### config.mk
export PLATFORM = sky130hd
export DESIGN_NAME = can_bit_destuff
export DESIGN_NICKNAME = d
export VERILOG_FILES = /design/src/rtl/can_bit_destuff.sv
export SDC_FILE = /design/constraint.sdc
export NUM_CORES = 1
export LEC_CHECK = 0
export CORE_MARGIN = 2
export CORE_UTILIZATION = 59
export DETAILED_ROUTE_END_ITERATION = 6
export HOLD_SLACK_MARGIN = 0.08
export PLACE_DENSITY = 0.8
export SLEW_MARGIN = 40
export SYNTH_ARGS = -nofsm -noshare
export SYNTH_HDL_FRONTEND = slang
export SYNTH_SLANG_ARGS = --single-unit
### constraint.sdc
create_clock -name clk -period 2.45 [get_ports clk]
set_input_delay 0.735 -clock clk [delete_from_list [all_inputs] [get_ports clk]]
set_output_delay 0.735 -clock clk [all_outputs]
set_load 0.01 [all_outputs]
### src/rtl/can_bit_destuff.sv
// CAN 2.0A/B receive bit destuffer and frame-field tracker.
// Feeds destuffed bits to the CRC LFSR and the CRC compare stage.
module can_bit_destuff #(
    parameter int IDLE_BITS = 11
) (
    input  logic       clk,
    input  logic       rst_n,
    input  logic       bit_in,
    input  logic       bit_strobe,
    output logic       dout,
    output logic       crc_en,
    output logic       crc_field_en,
    output logic       ide,
    output logic       rtr,
    output logic [3:0] dlc,
    output logic       busy,
    output logic       frame_done,
    output logic       stuff_err
);
    localparam int IW = $clog2(IDLE_BITS + 1);
    localparam logic [IW-1:0] IDLE_LAST = IW'(IDLE_BITS - 1);

    typedef enum logic [2:0] {
        INTEG, IDLE, HDR, DATA, CRC, TAIL
    } state_t;

    state_t        state_q, state_d;
    logic [IW-1:0] idle_q, idle_d;
    logic [2:0]    run_cnt_q, run_cnt_d;
    logic          run_val_q, run_val_d;
    logic [5:0]    fcnt_q, fcnt_d;
    logic [5:0]    last_q, last_d;
    logic          b11_q, b11_d;
    logic [2:0]    sdlc_q, sdlc_d;
    logic          dout_d, crc_en_d, crc_field_en_d;
    logic          ide_d, rtr_d, busy_d;
    logic [3:0]    dlc_d;
    logic          frame_done_d, stuff_err_d;
    logic [2:0]    run_inc;
    logic [3:0]    dlc_n;
    logic [6:0]    nbits;
    logic [5:0]    dlc_first, dlc_last;

    // State and output registers; every output is registered
    always_ff @(posedge clk or negedge rst_n) begin
        if (!rst_n) begin
            state_q      <= INTEG;
            idle_q       <= '0;
            run_cnt_q    <= '0;
            run_val_q    <= 1'b0;
            fcnt_q       <= '0;
            last_q       <= '0;
            b11_q        <= 1'b0;
            sdlc_q       <= '0;
            dout         <= 1'b0;
            crc_en       <= 1'b0;
            crc_field_en <= 1'b0;
            ide          <= 1'b0;
            rtr          <= 1'b0;
            dlc          <= '0;
            busy         <= 1'b0;
            frame_done   <= 1'b0;
            stuff_err    <= 1'b0;
        end else begin
            state_q      <= state_d;
            idle_q       <= idle_d;
            run_cnt_q    <= run_cnt_d;
            run_val_q    <= run_val_d;
            fcnt_q       <= fcnt_d;
            last_q       <= last_d;
            b11_q        <= b11_d;
            sdlc_q       <= sdlc_d;
            dout         <= dout_d;
            crc_en       <= crc_en_d;
            crc_field_en <= crc_field_en_d;
            ide          <= ide_d;
            rtr          <= rtr_d;
            dlc          <= dlc_d;
            busy         <= busy_d;
            frame_done   <= frame_done_d;
            stuff_err    <= stuff_err_d;
        end
    end

    // Next state: integration, SOF, stuff rule and field walk
    always_comb begin
        state_d        = state_q;
        idle_d         = idle_q;
        run_cnt_d      = run_cnt_q;
        run_val_d      = run_val_q;
        fcnt_d         = fcnt_q;
        last_d         = last_q;
        b11_d          = b11_q;
        sdlc_d         = sdlc_q;
        dout_d         = dout;
        crc_en_d       = 1'b0;
        crc_field_en_d = 1'b0;
        ide_d          = ide;
        rtr_d          = rtr;
        dlc_d          = dlc;
        busy_d         = busy;
        frame_done_d   = 1'b0;
        stuff_err_d    = 1'b0;
        run_inc        = (bit_in == run_val_q) ?
                         run_cnt_q + 3'd1 : 3'd1;
        dlc_n          = {sdlc_q, bit_in};
        nbits          = dlc_n[3] ? 7'd64 :
                         {1'b0, dlc_n[2:0], 3'b000};
        dlc_first      = ide ? 6'd34 : 6'd14;
        dlc_last       = ide ? 6'd37 : 6'd17;
        if (bit_strobe) begin
            unique case (state_q)
                INTEG: begin
                    if (!bit_in) begin
                        idle_d = '0;
                    end else if (idle_q == IDLE_LAST) begin
                        state_d = IDLE;
                    end else begin
                        idle_d = idle_q + 1'b1;
                    end
                end
                IDLE: begin
                    if (!bit_in) begin
                        dout_d    = 1'b0;
                        crc_en_d  = 1'b1;
                        run_cnt_d = 3'd1;
                        run_val_d = 1'b0;
                        busy_d    = 1'b1;
                        fcnt_d    = '0;
                        state_d   = HDR;
                    end
                end
                default: begin
                    if (run_cnt_q == 3'd5) begin
                        if (bit_in == run_val_q) begin
                            stuff_err_d = 1'b1;
                            busy_d      = 1'b0;
                            state_d     = INTEG;
                            idle_d      = bit_in ? IW'(1) : '0;
                        end else begin
                            run_val_d = bit_in;
                            run_cnt_d = 3'd1;
                            if (state_q == TAIL) begin
                                frame_done_d = 1'b1;
                                busy_d       = 1'b0;
                                state_d      = INTEG;
                                idle_d       = '0;
                            end
                        end
                    end else begin
                        run_val_d = bit_in;
                        run_cnt_d = run_inc;
                        dout_d    = bit_in;
                        fcnt_d    = fcnt_q + 6'd1;
                        if (state_q == HDR) begin
                            crc_en_d = 1'b1;
                            if (fcnt_q == 6'd11)
                                b11_d = bit_in;
                            if (fcnt_q == 6'd12) begin
                                ide_d = bit_in;
                                if (!bit_in)
                                    rtr_d = b11_q;
                            end
                            if (ide && fcnt_q == 6'd31)
                                rtr_d = bit_in;
                            if (fcnt_q >= dlc_first &&
                                fcnt_q != dlc_last)
                                sdlc_d = {sdlc_q[1:0], bit_in};
                            if (fcnt_q == dlc_last) begin
                                dlc_d  = dlc_n;
                                fcnt_d = '0;
                                last_d = 6'(nbits - 7'd1);
                                if (rtr || dlc_n == 4'd0)
                                    state_d = CRC;
                                else
                                    state_d = DATA;
                            end
                        end else if (state_q == DATA) begin
                            crc_en_d = 1'b1;
                            if (fcnt_q == last_q) begin
                                fcnt_d  = '0;
                                state_d = CRC;
                            end
                        end else if (state_q == CRC) begin
                            crc_field_en_d = 1'b1;
                            if (fcnt_q == 6'd14) begin
                                if (run_inc == 3'd5) begin
                                    state_d = TAIL;
                                end else begin
                                    frame_done_d = 1'b1;
                                    busy_d       = 1'b0;
                                    state_d      = INTEG;
                                    idle_d       = '0;
                                end
                            end
                        end
                    end
                end
            endcase
        end
    end
endmodule
==> impl_metrics.yaml, run 1 <==
hold_path:
  worstHoldPathType: "input port to asynchronous set/reset pin"
sta:
  rsz0062_at_grt: "false"
  skew_ns: 0.00988
  fmax_mhz: 435
  min_period_ns: 2.30
  slew_violations: 0
  finalSetupViolCount: 0
  min_period_over_period_pct: 93.7
  tightest_slew_ns: 0.695
  slew_headroom_pct: 53.6
  hold_viol_final: 0
synthesis:
  ys_warn_count: 0
  synth-seq-area-share_pct: 40.0
  ys_ff_latch: 37
  ys.flop_type: "dfrtp_1"
  synth-edff-count: 0
  ys_types: 54
  syn_avg_cell_area_um2: 9.19
  synthArstFlopShare_pct: 100
  synth_area_um2: 2310
  synth.net_count: 269
  synth_cells: 252
cts:
  cts_made_buffers: 5
  cts_setup_buffers: 0
  cts_resized: 1
  cts_tree: "done"
  cts_root_buffer: "clkbuf_8"
  max-clock-path-buffers: 2
  path_clk_slew_ns: 0.08
  htreeDepth: 2
  clock_sinks: 37
  clk_latency_ns: 0.29
  ctsHoldBuffers: 0
run:
  max_cap_viol_count: 0
worst_setup_path:
  crit_required_ns: 2.63
  reg2reg_from: "ide"
  crit_arrival_ns: 2.48
  endpoint_kind: "flop"
  crit_type: "input port to flop"
  start_kind: "input port"
  cp_max_fo: 2
  crit_path_start: "bit_in"
drt:
  finalWirelength_mm: 5.32
  avgViaCountPerCell: 6.05
  drt_first_pass_iters: 5
  drc: 0
  drtIter0Drc: 176
  wire_per_inst_um: 15.9
  postRouteAntennaNets: 0
  vias: 2028
grt:
  gr-total-overflow: 0
  antenna_found_initial: 0
  grt_max_degree: 38
  grt_pass1_wl_mm: 8.98
  grt_usage_pct: 26.8
  grt_pass1_vias: 1930
placement:
  dp_hpwl_mm: 3.91
  dpl_cell_area_um2: 2660
  place_congestion: 0.898
  port_buffers: 15
cells_and_area:
  drive_above_1_share_pct: 18.8
  fin_nets: 303
  finalInstanceArea_um2: 2780
  syn2layout_area_growth_pct: 20.2
  fillCellCount: 282
  n_antenna_cell: 0
  layout_common_cells: "dfrtp_1 (37), nand2_1 (26), buf_4 (26), nor2_1 (18), o21ai_0 (18)"
  final_util_pct: 74.8
  layout_commonest_cell: "dfrtp_1"
pwr:
  p_leak_nw: 1.24
  p_per_area_nw_per_um2: 1150
  peakVddDrop_mv: 0.574
die:
  io_pins: 16
  floorplan.rows: 22
  die_h_um: 66.6
  core_area_um2: 3720
  chipWidth_um: 66.6
  dieArea_um2: 4440
  start_util_pct: 62.3
outcome:
  status: "finished clean"
flip-flops by register name (all words and copies together) (netlist names), 3 cells and up:
signal	cells
sdlc_q	3
last_q	4
dlc	4
state_q	3
run_cnt_q	3
idle_q	4
fcnt_q	6
cells in the mapped netlist (2+ instances only):
master,n,area (µm²)
clkbuf_1,4,15.0
buf_2,8,40.0
dfrtp_1,37,926
mux2_2,10,113
xnor2_1,5,43.8
a21oi_1,11,55.1
nand3_1,9,45.0
a22o_1,4,35.0
a31oi_1,2,12.5
nor2b_1,5,31.3
nand2_1,27,101
a22oi_1,2,15.0
nor3_1,13,65.1
inv_1,11,41.3
or4_1,2,15.0
ha_1,13,163
o22ai_1,4,25.0
o31ai_1,2,15.0
and3_1,4,25.0
nand2b_1,7,43.8
and2_1,2,12.5
nor2_1,18,67.6
nor4_1,2,12.5
o21ai_0,18,90.1
nor3b_1,3,22.5
area by class of cell:
type | instances | area [µm²] | area share [%]
Sequential cell | 37 | 926 | 33.3
Inverter | 11 | 41.3 | 1.48
Timing Repair Buffer | 40 | 334 | 12.0
Tap cell | 48 | 60.1 | 2.16
Clock inverter | 3 | 46.3 | 1.66
Clock buffer | 5 | 68.8 | 2.47
Multi-Input combinational cell | 191 | 1310 | 46.9
metal layers:
metal  wire length [µm]  GRT usage, %  vias to the layer above
met1               2490          35.8                      958
met4                 56          7.40                        0
met2               2460          44.4                       81
met5                  0             0                        -
met3                314          5.07                       10
li1                   -             -                      979
stage by stage:
stage	power (mW)	hold WS (ns)	setup TNS (ns)	std cells	worst slack, ns
after floorplan	2.09	0.439	0	252	0.0457
after global placement	2.57	0.456	-3.64	327	-0.349
after detailed placement	2.62	0.464	-4.16	327	-0.385
after CTS	3.16	0.482	0	335	0.163
after global routing	3.43	0.427	0	335	0.0348
final	3.19	0.386	0	335	0.154
cell families after synthesis:
kind of cell / share of synthesized area, %
muxes: 5.95
and+or+nand+nor: 22.9
DFF: 40.0
adders and majority gates: 7.03
AOI/OAI and AO/OA: 17.2
xor gates and xnor gates: 2.27
buffers and inverters: 4.65
power breakdown:
group / total, mW / internal (mW) / leakage, nW / switching, mW
combinational: 1.60 / 0.770 / 0.716 / 0.833
clock: 0.535 / 0.305 / 0.0543 / 0.231
sequential: 1.05 / 0.815 / 0.475 / 0.234
total: 3.19 / 1.89 / 1.24 / 1.30
path summary, 6_finish.rpt:
check / cells past startpoint / endpoint / slack, ns
max in group asynchronous: 1 / state_q[2] / 1.73
setup / recovery: 7 / idle_q[0] / 0.15
setup reg to reg: 7 / sdlc_q[2] / 0.17
hold / removal: 1 / busy / 0.39
min in group clk: 2 / b11_q / 0.48
hold reg to reg: 2 / b11_q / 0.48
worst max-delay path, stage by stage:
cell	delay [ns]
dlygate4sd2_1	0.27
ha_4	0.25
or3b_4	0.38
o211ai_2	0.16
nor2_1	0.07
o31a_1	0.31
mux2_4	0.30
No activity file was read; power rests on OpenSTA's default activity.
==> run 2: changes to the inputs <==
Settings changed: CELL_PAD_IN_SITES_DETAIL_PLACEMENT from default to 0, CELL_PAD_IN_SITES_GLOBAL_PLACEMENT from default to 2, CORE_UTILIZATION 59 to 37, PLACE_DENSITY 0.8 to default, PLACE_DENSITY_LB_ADDON from default to 0.1.
Clock period 2.45 ns to 2.3 ns, I/O delays scaled along.
==> run 2 against run 1 <==
  * Utilization down 25 points
  * Via count up 0.59%
  * Sequential power up 9%
  * Combinational power up 16%
  * Clock-buffer cell count unchanged
  * Clock power up 11%
  * Hold slack worse by 0.054 ns
  * Die area up 56%
  * Sequential cell count unchanged
  * Cell count up 14%
  * Critical path type unchanged
  * Highest routed layer unchanged
==> impl_metrics.yaml, run 2 (synthesis results as in run 1) <==
cells_and_area:
  layout_commonest_cell: "buf_4"
  largest_reg_flops: 6
  top_register: "fcnt_q"
  fin_nets: 322
  n_antenna_cell: 0
  syn2layout_area_growth_pct: 27.9
  layout_common_cells: "buf_4 (43), dfrtp_1 (37), nand2_1 (27), nor2_1 (18), o21ai_0 (18)"
  drive_above_1_share_pct: 23.5
  finalNonFillerCells: 381
  finalInstanceArea_um2: 2960
sta:
  tightest_slew_ns: 0.621
  fmax_mhz: 448
  min_period_over_period_pct: 97.0
  setup_ws_ns: 0.0681
  rsz0062_at_grt: "false"
  skew_ns: 0.00881
  slew_violations: 0
  tns_ns: 0
  finalSetupViolCount: 0
  hold_viol_final: 0
  slew_headroom_pct: 58.3
  whs_ns: 0.332
  min_period_ns: 2.23
worst_setup_path:
  crit_required_ns: 2.50
  endpoint_kind: "flop"
  path_buf_inv: 2
  start_kind: "input port"
  cp_top_family: "simple AND/OR/NAND/NOR gates"
  crit_arrival_ns: 2.43
  crit_type: "input port to flop"
  cp_cell_sequence: "dlygate4sd2_1, buf_4, or4_1, nand3_1, nor3_1, or4_1, a22o_1"
  cp_max_fo: 6
  r2r_setup_slack_ns: 0.11
  crit_path_max_incr_delay_ns: 0.47
  path_common_cell: "or4_1"
  critPathSlowestCell: "or4_1"
pwr:
  power_frac_comb_pct: 51.7
  clock_power_share_pct: 16.5
  p_seq_share_pct: 31.8
  peakVddDrop_mv: 0.548
  p_int_mw: 2.15
  p_switching_mw: 1.44
  p_leak_nw: 1.34
  p_per_area_nw_per_um2: 1210
  netSwitchingFraction_pct: 40.2
grt:
  antenna_found_initial: 0
  gr-total-overflow: 0
  grt_usage_pct: 18.3
  grt_pass1_vias: 2024
  grt_max_degree: 21
  grt_pass1_wl_mm: 10.2
cts:
  cts_root_buffer: "clkbuf_8"
  cts_setup_buffers: 0
  path_clk_slew_ns: 0.08
  clk_latency_ns: 0.30
  clock_sinks: 37
  max-clock-path-buffers: 2
  cts_made_buffers: 5
  htreeDepth: 2
  cts_tree: "done"
drt:
  postRouteAntennaNets: 0
  finalWirelength_mm: 6.01
  drtIter0Drc: 145
  drt_first_pass_iters: 4
  vias: 2040
  avgViaCountPerCell: 5.35
  wire_per_inst_um: 15.8
  drc: 0
placement:
  dp_cells: 373
  dp_hpwl_mm: 4.55
  pre_cts_ws_ns: -0.470
  dpl_cell_area_um2: 2850
  port_buffers: 15
  place_congestion: 0.847
die:
  floorplan.rows: 28
  die_h_um: 83.1
  start_util_pct: 38.6
  dieArea_um2: 6900
  chipWidth_um: 83.1
  io_pins: 16
  core_area_um2: 5990
run:
  max_cap_viol_count: 0
outcome:
  status: "finished clean"
hold_path:
  worstHoldPathType: "input port to asynchronous set/reset pin"
==> run 2: cell types whose count changed in the layout (fill, tap and decap cells not counted), sizes merged <==
cell,change
buf,+19
==> run 2: layout make-up <==
| class | count | area [µm²] |
|---|---|---|
| Clock buffer | 5 | 68.8 |
| Clock inverter | 3 | 46.3 |
| Fill cell | 571 | 3030 |
| Inverter | 11 | 41.3 |
| Multi-Input combinational cell | 191 | 1300 |
| Sequential cell | 37 | 926 |
| Tap cell | 75 | 93.8 |
| Timing Repair Buffer | 59 | 487 |
==> run 2: final timing paths <==
check                               endpoint    from  cells past startpoint
worst max-delay path              state_q[1]  bit_in                      7
worst min-delay path               fcnt_q[2]   rst_n                      1
worst max register to register    state_q[1]     ide                      7
worst min register to register         b11_q   b11_q                      2
max in group asynchronous       run_cnt_q[0]   rst_n                      2
min in group clk                       b11_q   b11_q                      2
==> run 2: what timing repair did <==
action,in CTS,in global routing
setup endpoints to repair,12,8
hold buffers,0,0
resized for setup,1,2
==> run 2: power groups by stage <==
| stage | Sequential, mW | Combinational [mW] | Clock, mW |
|---|---|---|---|
| floorplan | 1.05 | 1.17 | 0 |
| global placement | 1.17 | 1.86 | 0 |
| detailed placement | 1.15 | 1.84 | 0 |
| CTS | 1.14 | 1.86 | 0.611 |
| global route | 1.19 | 2.06 | 0.648 |
| finish | 1.14 | 1.86 | 0.593 |
==> run 2: layer usage <==
metal | share of wire [%] | up-vias | GRT usage (%)
met3 | 4.7 | 14 | 3.88
met1 | 51 | 959 | 27.0
met4 | 2.3 | 0 | 6.86
li1 | - | 1018 | -
met2 | 42 | 49 | 26.2
met5 | 0 | - | 0
==> run 2: stage by stage <==
| step | util [%] | total power, mW |
|---|---|---|
| floorplan | - | 2.22 |
| global placement | 47.5 | 3.03 |
| detailed placement | 47.5 | 3.00 |
| CTS | 49.4 | 3.61 |
| global route | 49.4 | 3.90 |
| finish | 49.4 | 3.60 |
==> run 3: changes to the inputs <==
Settings changed: CORE_MARGIN 2 to 4.
==> run 3 against run 2 <==
  * Clock power up 18%
  * Non-clock buffer count is the same
  * First-iteration DRC count down 19%
  * Clock-buffer cell count did not move
  * Sequential share of layout area decreased by 0.076 points
  * Clock skew is 0.0035 ns higher
  * Global-route usage is 1.1 points lower
  * Fmax is essentially flat
  * Total power rose by 2.8%
  * Critical path type unchanged
  * Highest routed layer unchanged
==> impl_metrics.yaml, run 3 (synthesis results as in run 1) <==
cells_and_area:
  n_antenna_cell: 0
  fin_nets: 322
  finalInstanceArea_um2: 2970
  top_register: "fcnt_q"
  final_util_pct: 49.6
  drive_above_1_share_pct: 23.9
  syn2layout_area_growth_pct: 28.4
  finalNonFillerCells: 381
  largest_reg_flops: 6
  layout_commonest_cell: "buf_4"
  layout_common_cells: "buf_4 (44), dfrtp_1 (36), nand2_1 (27), nor2_1 (18), o21ai_0 (18)"
pwr:
  power_frac_comb_pct: 50.8
  p_int_mw: 2.26
  netSwitchingFraction_pct: 38.8
  p_per_area_nw_per_um2: 1240
  p_seq_share_pct: 30.3
  peakVddDrop_mv: 0.737
  p_leak_nw: 1.35
  clock_power_share_pct: 18.9
  p_total_mw: 3.70
  p_switching_mw: 1.43
sta:
  tns_ns: 0
  slew_violations: 0
  finalSetupViolCount: 0
  hold_viol_final: 0
  rsz0062_at_grt: "false"
  skew_ns: 0.0124
  fmax_mhz: 448
  whs_ns: 0.354
  setup_ws_ns: 0.0665
  slew_headroom_pct: 58.2
  tightest_slew_ns: 0.620
  min_period_ns: 2.23
  min_period_over_period_pct: 97.1
worst_setup_path:
  cp_cell_sequence: "dlygate4sd2_1, buf_4, or4_1, nand3_1, nor3_1, or4_1, a22o_1"
  crit_required_ns: 2.49
  critPathSlowestCell: "or4_1"
  reg2reg_from: "ide"
  cp_max_fo: 6
  crit_path_start: "bit_in"
  reg2regPathDepth: 7
  r2r_setup_slack_ns: 0.15
  crit_path_max_incr_delay_ns: 0.47
  crit_path_end: "state_q[1]"
  path_common_cell: "or4_1"
  crit_arrival_ns: 2.42
  r2r_end: "state_q[1]"
  endpoint_kind: "flop"
  crit_type: "input port to flop"
  start_kind: "input port"
cts:
  clock_sinks: 37
  cts_resized: 1
  max-clock-path-buffers: 2
  cts_tree: "done"
  cts_root_buffer: "clkbuf_8"
  ctsHoldBuffers: 0
  clk_latency_ns: 0.30
  cts_setup_buffers: 0
  path_clk_slew_ns: 0.09
  htreeDepth: 2
  cts_made_buffers: 5
die:
  core_area_um2: 5990
  dieArea_um2: 7590
  chipWidth_um: 87.1
  die_h_um: 87.1
  floorplan.rows: 28
  io_pins: 16
  start_util_pct: 38.6
placement:
  dp_cells: 373
  pre_cts_ws_ns: -0.477
  dpl_cell_area_um2: 2830
  place_congestion: 0.792
  port_buffers: 15
  dp_hpwl_mm: 4.54
drt:
  wire_per_inst_um: 15.6
  finalWirelength_mm: 5.95
  drt_first_pass_iters: 4
  vias: 1985
  drc: 0
  postRouteAntennaNets: 0
  drtIter0Drc: 118
  avgViaCountPerCell: 5.21
grt:
  grt_max_degree: 22
  gr-total-overflow: 0
  grt_pass1_wl_mm: 10.2
  grt_usage_pct: 17.2
  antenna_found_initial: 0
  grt_pass1_vias: 2018
hold_path:
  worstHoldPathType: "input port to asynchronous set/reset pin"
outcome:
  status: "finished clean"
run:
  max_cap_viol_count: 0
run 3: worst min path at each step:
| stage | from | to |
|---|---|---|
| after global routing | rst_n | fcnt_q[0] |
| after global placement | b11_q | b11_q |
| after floorplan | rst_n | b11_q |
| final | rst_n | fcnt_q[0] |
| after detailed placement | dlc[0] | dlc[0] |
| after CTS | rst_n | fcnt_q[0] |
run 3: critical path: cells and delay by family:
family | cells | cell delay (ns)
compound gates | 1 | 0.19
buf+inv | 2 | 0.44
simple gates | 4 | 1.10
run 3: final cells by class:
type	count	area [µm²]
fillers	557	3020
multi-input cells	191	1300
flip-flops and latches	37	927
repair buffers	59	474
well taps	75	93.8
clock buffers	5	68.8
clock inverters	3	68.8
inverters	11	41.3
run 3: power by group through the flow:
stage / clock network (mW) / logic [mW] / registers, mW
2_1_floorplan: 0 / 1.17 / 1.05
3_3_place_gp: 0 / 1.89 / 1.14
3_5_place_dp: 0 / 1.85 / 1.13
4_1_cts: 0.719 / 1.87 / 1.12
5_1_grt: 0.743 / 2.10 / 1.16
6_report: 0.698 / 1.88 / 1.12
run 3: metal layers:
layer | wire [µm] | track usage [%] | share of wire [%]
met5 | 0 | 0 | 0
met4 | 63 | 3.77 | 1.1
met3 | 232 | 3.22 | 3.9
met2 | 2570 | 25.2 | 43
met1 | 3090 | 26.3 | 52
